===== src/rtl/dc_offset_remover_pkg.sv =====
// Shared Q1.15 definitions for the DSP chain (mean, offset removal, filters).
// Holds the format constants and the common 17-to-16 bit saturation helper.
package dc_offset_remover_pkg;

    localparam int DATA_W_DEF = 16;

    localparam logic [15:0] Q15_MAX = 16'h7FFF;
    localparam logic [15:0] Q15_MIN = 16'h8000;

    typedef struct packed {
        logic        sat;
        logic [15:0] value;
    } q15_sat_t;

    // Overflow out of Q1.15 shows up as a mismatch of the two top bits.
    function automatic q15_sat_t sat_q15(input logic signed [16:0] x);
        q15_sat_t r;
        r.sat   = x[16] ^ x[15];
        r.value = x[15:0];
        if (r.sat) begin
            r.value = x[16] ? Q15_MIN : Q15_MAX;
        end
        return r;
    endfunction

endpackage


===== src/rtl/dc_offset_remover_pipe_stage.sv =====
// Single valid/ready register slice with a parameterised payload.
// Loads whenever it is empty or its consumer is taking the held word.
module dc_offset_remover_pipe_stage #(
    parameter int W = 17
) (
    input  logic         clk,
    input  logic         rst,
    input  logic         in_valid,
    output logic         in_ready,
    input  logic [W-1:0] in_data,
    output logic         out_valid,
    input  logic         out_ready,
    output logic [W-1:0] out_data
);

    assign in_ready = !out_valid || out_ready;

    always_ff @(posedge clk or posedge rst) begin
        if (rst) begin
            out_valid <= 1'b0;
            out_data  <= '0;
        end else if (in_ready) begin
            out_valid <= in_valid;
            if (in_valid) begin
                out_data <= in_data;
            end
        end
    end

endmodule


===== src/rtl/dc_offset_remover.sv =====
// Subtracts the latest mean estimate from a Q1.15 sample stream,
// saturating the result; two-stage valid/ready pipeline.
module dc_offset_remover
    import dc_offset_remover_pkg::*;
#(
    parameter int DATA_W            = DATA_W_DEF,
    parameter bit BLOCK_UNTIL_VALID = 1'b1,
    parameter int SAT_CNT_W         = 16
) (
    input  logic                 clk,
    input  logic                 rst,
    input  logic                 s_axis_mean_tvalid,
    output logic                 s_axis_mean_tready,
    input  logic [DATA_W-1:0]    mean_in,
    input  logic                 s_axis_data_tvalid,
    output logic                 s_axis_data_tready,
    input  logic [DATA_W-1:0]    data_in,
    output logic                 m_axis_data_tvalid,
    input  logic                 m_axis_data_tready,
    output logic [DATA_W-1:0]    data_out,
    output logic                 offset_valid,
    output logic [SAT_CNT_W-1:0] sat_count
);

    localparam int DW = DATA_W + 1;

    localparam logic [DATA_W-1:0] S_MAX =
        {1'b0, {(DATA_W-1){1'b1}}};
    localparam logic [DATA_W-1:0] S_MIN =
        {1'b1, {(DATA_W-1){1'b0}}};

    logic [DATA_W-1:0] offset;
    logic              mean_hs;
    logic              gate;

    logic              s1_in_valid;
    logic              s1_ready;
    logic [DW-1:0]     s1_in;
    logic              s1_valid;
    logic [DW-1:0]     s1_data;

    logic              s2_ready;
    logic              sat_in;
    logic [DATA_W-1:0] sat_val;
    logic              sat_q;

    assign s_axis_mean_tready = !rst;
    assign mean_hs = s_axis_mean_tvalid && s_axis_mean_tready;

    always_ff @(posedge clk or posedge rst) begin
        if (rst) begin
            offset       <= '0;
            offset_valid <= 1'b0;
        end else if (mean_hs) begin
            offset       <= mean_in;
            offset_valid <= 1'b1;
        end
    end

    assign gate = offset_valid || !BLOCK_UNTIL_VALID;
    assign s_axis_data_tready = s1_ready && gate;
    assign s1_in_valid = s_axis_data_tvalid && gate;

    // Offset register updates at the edge, so a same-cycle sample sees the old one.
    assign s1_in = {data_in[DATA_W-1], data_in}
                 - {offset[DATA_W-1], offset};

    dc_offset_remover_pipe_stage #(.W(DW)) u_stage1 (
        .clk       (clk),
        .rst       (rst),
        .in_valid  (s1_in_valid),
        .in_ready  (s1_ready),
        .in_data   (s1_in),
        .out_valid (s1_valid),
        .out_ready (s2_ready),
        .out_data  (s1_data)
    );

    always_comb begin
        sat_in  = s1_data[DW-1] ^ s1_data[DW-2];
        sat_val = s1_data[DATA_W-1:0];
        if (sat_in) begin
            sat_val = s1_data[DW-1] ? S_MIN : S_MAX;
        end
    end

    dc_offset_remover_pipe_stage #(.W(DATA_W+1)) u_stage2 (
        .clk       (clk),
        .rst       (rst),
        .in_valid  (s1_valid),
        .in_ready  (s2_ready),
        .in_data   ({sat_in, sat_val}),
        .out_valid (m_axis_data_tvalid),
        .out_ready (m_axis_data_tready),
        .out_data  ({sat_q, data_out})
    );

    always_ff @(posedge clk or posedge rst) begin
        if (rst) begin
            sat_count <= '0;
        end else if (m_axis_data_tvalid && m_axis_data_tready
                     && sat_q && (sat_count != '1)) begin
            sat_count <= sat_count + 1'b1;
        end
    end

endmodule


===== config.mk =====
export PLATFORM = sky130hd
export DESIGN_NAME = dc_offset_remover
export DESIGN_NICKNAME = d
export VERILOG_FILES = /design/src/rtl/dc_offset_remover_pkg.sv /design/src/rtl/dc_offset_remover_pipe_stage.sv /design/src/rtl/dc_offset_remover.sv
export SDC_FILE = /design/constraint.sdc
export NUM_CORES = 1
export LEC_CHECK = 0
export CAP_MARGIN = 20
export CORE_MARGIN = 10
export CORE_UTILIZATION = 50
export CTS_BUF_LIST = sky130_fd_sc_hd__clkbuf_4 sky130_fd_sc_hd__clkbuf_8 sky130_fd_sc_hd__clkbuf_16
export DETAILED_ROUTE_END_ITERATION = 8
export PLACE_DENSITY = 0.79
export SLEW_MARGIN = 20
export SYNTH_ARGS = -nofsm -noshare
export SYNTH_HDL_FRONTEND = slang
export SYNTH_HIERARCHICAL = 1
export SYNTH_SLANG_ARGS = --single-unit

===== constraint.sdc =====
create_clock -name clk -period 4.95 [get_ports clk]
set_input_delay 0.99 -clock clk [delete_from_list [all_inputs] [get_ports clk]]
set_output_delay 0.99 -clock clk [all_outputs]
set_load 0.02 [all_outputs]

== Yosys cells after proc, flatten, opt, wreduce, memory -nomap -nowiden ==
Index checks and enable logic that the tools add are counted.

* ROM bits: 0
* Output and inout bits: 36
* Bits in writable memories: 0
* Bits in latches: 0
* Memories kept: 0
* Bits in registers: 69

* Reductions and logical operators: 13
* Add/sub/neg operators: 2
* Equality and inequality tests: 1
* Shifts and indexed selects: 0
* Bitwise logic cells: 1
* Multipliers: 0
* Div/mod/pow operators: 0
* Multiplexer cells: 2
* Order comparisons: 0

{| class="wikitable"
|+ Operator list
! operator !! count
|-
| $mux W16 || 2
|-
| $sub A16 B16 Y17 || 1
|-
| $add A16 B1 Y16 const B || 1
|-
| $ne A16 B16 Y1 const B || 1
|-
| $logic_and A1 B1 Y1 || 6
|-
| $reduce_and A2 Y1 || 2
|-
| $logic_not A1 Y1 || 3
|-
| $logic_or A1 B1 Y1 || 2
|-
| $xor A1 B1 Y1 || 1
|}

== Logic depth before layout (Yosys ltp) ==
* Depth after elaboration: 4
* Depth in mapped cells: 9
* Mapped depth without buffers: 9

== Cells and area by module ==
The synthesis kept the hierarchy.

{| class="wikitable"
|+ Modules (own cells, without submodules)
! module !! cells an instance !! area each (um^2) !! seq. area each (um^2) !! instances
|-
| dc_offset_remover || 284 || 2404.8 || 825.8 || 1
|-
| dc_offset_remover_pipe_stage || 40 || 735.7 || 450.4 || 2
|}

== Least setup slack after synthesis ==
No wires, ideal clock.

* Kind: in2out
* Start: in rst
* End: out s_axis_mean_tready
* Cell stages on the path: 1
* Setup slack: 2.169 ns
* Arrival time: 1.791 ns
* Buffers on the path: 0
* Cell sequence: inv_1

* Cells in the longest elaborated chain, start to end: 1

{| class="wikitable"
|+ Ends and longest elaborated chain
! item !! RTL line !! RTL
|-
| from (decl) || dc_offset_remover.sv:11 || <nowiki>input logic rst,</nowiki>
|-
| $logic_not A1 Y1 (no line) || n/a ||
|-
| to (decl) || dc_offset_remover.sv:13 || <nowiki>output logic s_axis_mean_tready,</nowiki>
|}

Every way passes these cells.

== Worst setup path after layout ==
* Start: in m_axis_data_tready
* End: out s_axis_data_tready

* Cells in the longest elaborated chain, start to end: 3

{| class="wikitable"
|+ Ends and longest elaborated chain
! item !! RTL line !! RTL
|-
| from (decl) || dc_offset_remover.sv:19 || <nowiki>input logic m_axis_data_tready,</nowiki>
|-
| $logic_or A1 B1 Y1 || dc_offset_remover_pipe_stage.sv:16 || <nowiki>assign in_ready = !out_valid || out_ready;</nowiki>
|-
| net s2_ready || dc_offset_remover.sv:42 || <nowiki>logic s2_ready;</nowiki>
|-
| $logic_or A1 B1 Y1 || dc_offset_remover_pipe_stage.sv:16 ||
|-
| net s1_ready || dc_offset_remover.sv:37 || <nowiki>logic s1_ready;</nowiki>
|-
| $logic_and A1 B1 Y1 || dc_offset_remover.sv:61 || <nowiki>assign s_axis_data_tready = s1_ready && gate;</nowiki>
|-
| to (decl) || dc_offset_remover.sv:16 || <nowiki>output logic s_axis_data_tready,</nowiki>
|}

The timed path passes the listed nets, and every way through them passes these cells.

==> impl_metrics.env <==
export IMPL_status="finished, final reports clean"
export IMPL_final_cell_area_um2=4860
export IMPL_ant_nets=0
export IMPL_synth_simple_gate_area_share_pct=14.1
export IMPL_gp_congestion=0.879
export IMPL_ys_top_cells_by_area="dfrtp_1, mux2_4, ha_1"
export IMPL_dpl_worst_slack_ns=1.38
export IMPL_crit_start="m_axis_data_tready"
export IMPL_h_tree_depth=3
export IMPL_ir_drop_v=0.000234
export IMPL_finalCriticalPeriod_ns=3.57
export IMPL_cap_violations=0
export IMPL_gr_usage_all_layers_pct=14.8
export IMPL_syn_nets=421
export IMPL_nNetsFinal=493
export IMPL_syn2layout_area_growth_pct=25.5
export IMPL_drv_slew=0
export IMPL_min_path_type="flop to flop"
export IMPL_synth_area_leader_cell="dfrtp_1"
export IMPL_worstSetupPathType="input port to primary output"
export IMPL_dp_cells=527
export IMPL_synth_area_um2=3880
export IMPL_synth_top_cell_area_share_pct=44.5
export IMPL_drive_above_1_share_pct=14.5
export IMPL_cts_tree="built"
export IMPL_powerDensity_nw_per_um2=492
export IMPL_start_util_pct=50.7
export IMPL_worstPathArrival_ns=2.58
export IMPL_worst_skew_pair_late_latency_ns=0.35
export IMPL_dieHeight_um=108
export IMPL_place_area_um2=4660
export IMPL_rr_endpoint="u_stage1/out_data[12]"
export IMPL_cts_sinks=69
export IMPL_ys_ff_latch=69
export IMPL_via_count=2847
export IMPL_nFillCells=618
export IMPL_avgSynthCellArea_um2=10.6
export IMPL_clock_skew_ns=0.0123
export IMPL_fmax_mhz=280
export IMPL_p_leak_nw=2.23
export IMPL_path_clk_slew_ns=0.08
export IMPL_synth_async_sr_flop_share_pct=100
export IMPL_fin_setup_tns_ns=0
export IMPL_first_iter_violations=93
export IMPL_synth_top_family_by_area="simple AND/OR/NAND/NOR gates"
export IMPL_yosysUniqueCellTypes=45
export IMPL_n_antenna_cell=0
export IMPL_wire_per_inst_um=15.7
export IMPL_crit_required_ns=3.96
export IMPL_post_synth_top_count_cell="dfrtp_1"
export IMPL_critPathCapture="s_axis_data_tready"
export IMPL_synthCells=364
export IMPL_fin_crit_sh_pct=72.1
export IMPL_synth_edf_count=0
export IMPL_tightest_slew_ns=1.03
export IMPL_ctsHoldBuffers=0
export IMPL_grt_max_degree=34
export IMPL_viasPerCell=5.24
export IMPL_ys_seq_area_share_pct=44.5
export IMPL_core_um2=7650
export IMPL_std_cell_rows=32
export IMPL_synthXorXnorAreaFrac_pct=5.20
export IMPL_worstSetupStartpointType="input port"
export IMPL_synth_common_cells="dfrtp_1, nand2_1, inv_1, o21ai_0, a21o_1"
export IMPL_synthMuxAreaShare_pct=12.7
export IMPL_hpwl_um=6700
export IMPL_cts_root_buf="clkbuf_8"
export IMPL_fin_total_pwr_mw=2.39
export IMPL_postCtsSetupBuffers=0
export IMPL_num_io_pins=73
export IMPL_setup_ws_ns=1.38
export IMPL_slew_headroom_pct=31.0
export IMPL_ys_warn_count=6
export IMPL_synth_compound_area_share_pct=12.3
export IMPL_rr_worst_depth=8
export IMPL_placement_io_buffers=72
export IMPL_grt_pass1_wl_um=14100
export IMPL_final_instance_count_excl_fill=543
export IMPL_final_setup_viol_count=0
export IMPL_numCtsBuffers=9
export IMPL_routed_wl_um=8540
export IMPL_cp_max_fo=4
export IMPL_antenna_found_initial=0
export IMPL_rsz0062_at_grt="no"
export IMPL_clockBufferDepth=2
export IMPL_fp_dieW_um=108
export IMPL_r2r_slack_ns=2.71
export IMPL_die_area_um2=11700
export IMPL_reg2reg_from="offset[0]"
export IMPL_crit_path_end_kind="primary output"
export IMPL_route_detailed_drc=0
export IMPL_hold_viol_final=0
export IMPL_grt_pass1_vias=2853
export IMPL_synth_fa_ha_area_share_pct=6.65
export IMPL_overflow=0
export IMPL_dr_pass1_iters=4
export IMPL_cts_resized=0
export IMPL_ys_flop_type="dfrtp_1"
==> cells by family after synthesis <==
logic type,count (synthesis)
compound gates,76
fa+ha+maj,20
buf+inv,39
mux,37
simple gates,100
flops,69
xor+xnor,23
==> layout make-up <==
class,count,area (µm²),area share [%]
Multi-Input combinational cell,256,1970,40.6
Sequential cell,69,1730,35.5
Timing Repair Buffer,73,728,15.0
Tap cell,102,128,2.62
Clock buffer,9,124,2.55
Inverter,27,101,2.08
Clock inverter,7,82.6,1.70
==> power by group <==
| part | total, mW | switching (mW) | internal [mW] |
|---|---|---|---|
| logic | 1.04 | 0.488 | 0.555 |
| clock network | 0.480 | 0.239 | 0.241 |
| registers | 0.869 | 0.129 | 0.739 |
==> critical path, stage by stage <==
cell             delay [ns]
clkdlybuf4s50_1        0.52
nand2b_4               0.17
nand2b_4               0.15
and2_1                 0.14
clkdlybuf4s50_1        0.61
==> sequential cells by signal (all words and copies together), names as in the netlist <==
register            count
u_stage2/out_valid      1
u_stage1/out_valid      1
u_stage1/out_data      17
u_stage2/out_data      17
sat_count              16
offset_valid            1
offset                 16
==> worst min path at each step <==
| stage | startpoint | to | slack [ns] | cells after the start |
|---|---|---|---|---|
| 2_1_floorplan | u_stage1/out_data[0] | u_stage1/out_data[0] | 0.48 | 1 |
| 3_3_place_gp | sat_count[15] | sat_count[15] | 0.49 | 1 |
| 3_5_place_dp | u_stage2/out_data[8] | u_stage2/out_data[8] | 0.49 | 1 |
| 4_1_cts | u_stage2/out_data[8] | u_stage2/out_data[8] | 0.52 | 1 |
| 5_1_grt | u_stage2/out_data[12] | u_stage2/out_data[12] | 0.53 | 1 |
| 6_report | u_stage2/out_data[8] | u_stage2/out_data[8] | 0.51 | 1 |
==> metal layers <==
layer,vias up,routed length [µm],global-route usage [%]
met2,63,4130,24.2
li1,1412,-,-
met5,-,0,0
met4,0,68,4.29
met1,1368,3880,18.5
met3,4,467,4.40
==> layout by cell type (no fill, tap or decap), types with 2 or more instances in the layout <==
cell type        synthesis  layout
xnor2_1                 18      18
clkbuf_8                 0       9
a21o_1                  21      21
a21oi_1                 18      18
xor2_1                   5       5
inv_1                   27      27
or2_2                    2       2
nor2_1                  15      15
nor2b_1                  4       3
ha_1                    19      19
a31oi_1                  3       3
mux2_2                  16      16
nand2b_4                 2       2
inv_6                    0       2
clkdlybuf4s50_1          0      72
mux2_4                  20      20
o211ai_1                 2       2
nor4_2                   2       2
nand2_1                 31      31
o21a_1                   2       2
o21ai_0                 22      22
or2b_1                   2       2
clkinvlp_4               0       2
nand4_1                  8       8
nand3_1                 11      11
dfrtp_1                 69      69
nand2_4                  2       2
nand2b_1                 6       6
and2_1                   3       3
nor3_1                   5       5
==> per-stage QoR <==
stage	utilization [%]	hold slack [ns]
after floorplan	-	0.480
after global placement	60.9	0.486
after detailed placement	60.9	0.492
after CTS	63.6	0.515
after global routing	63.6	0.530
final	63.6	0.514
(Power assumes the default switching activity.)
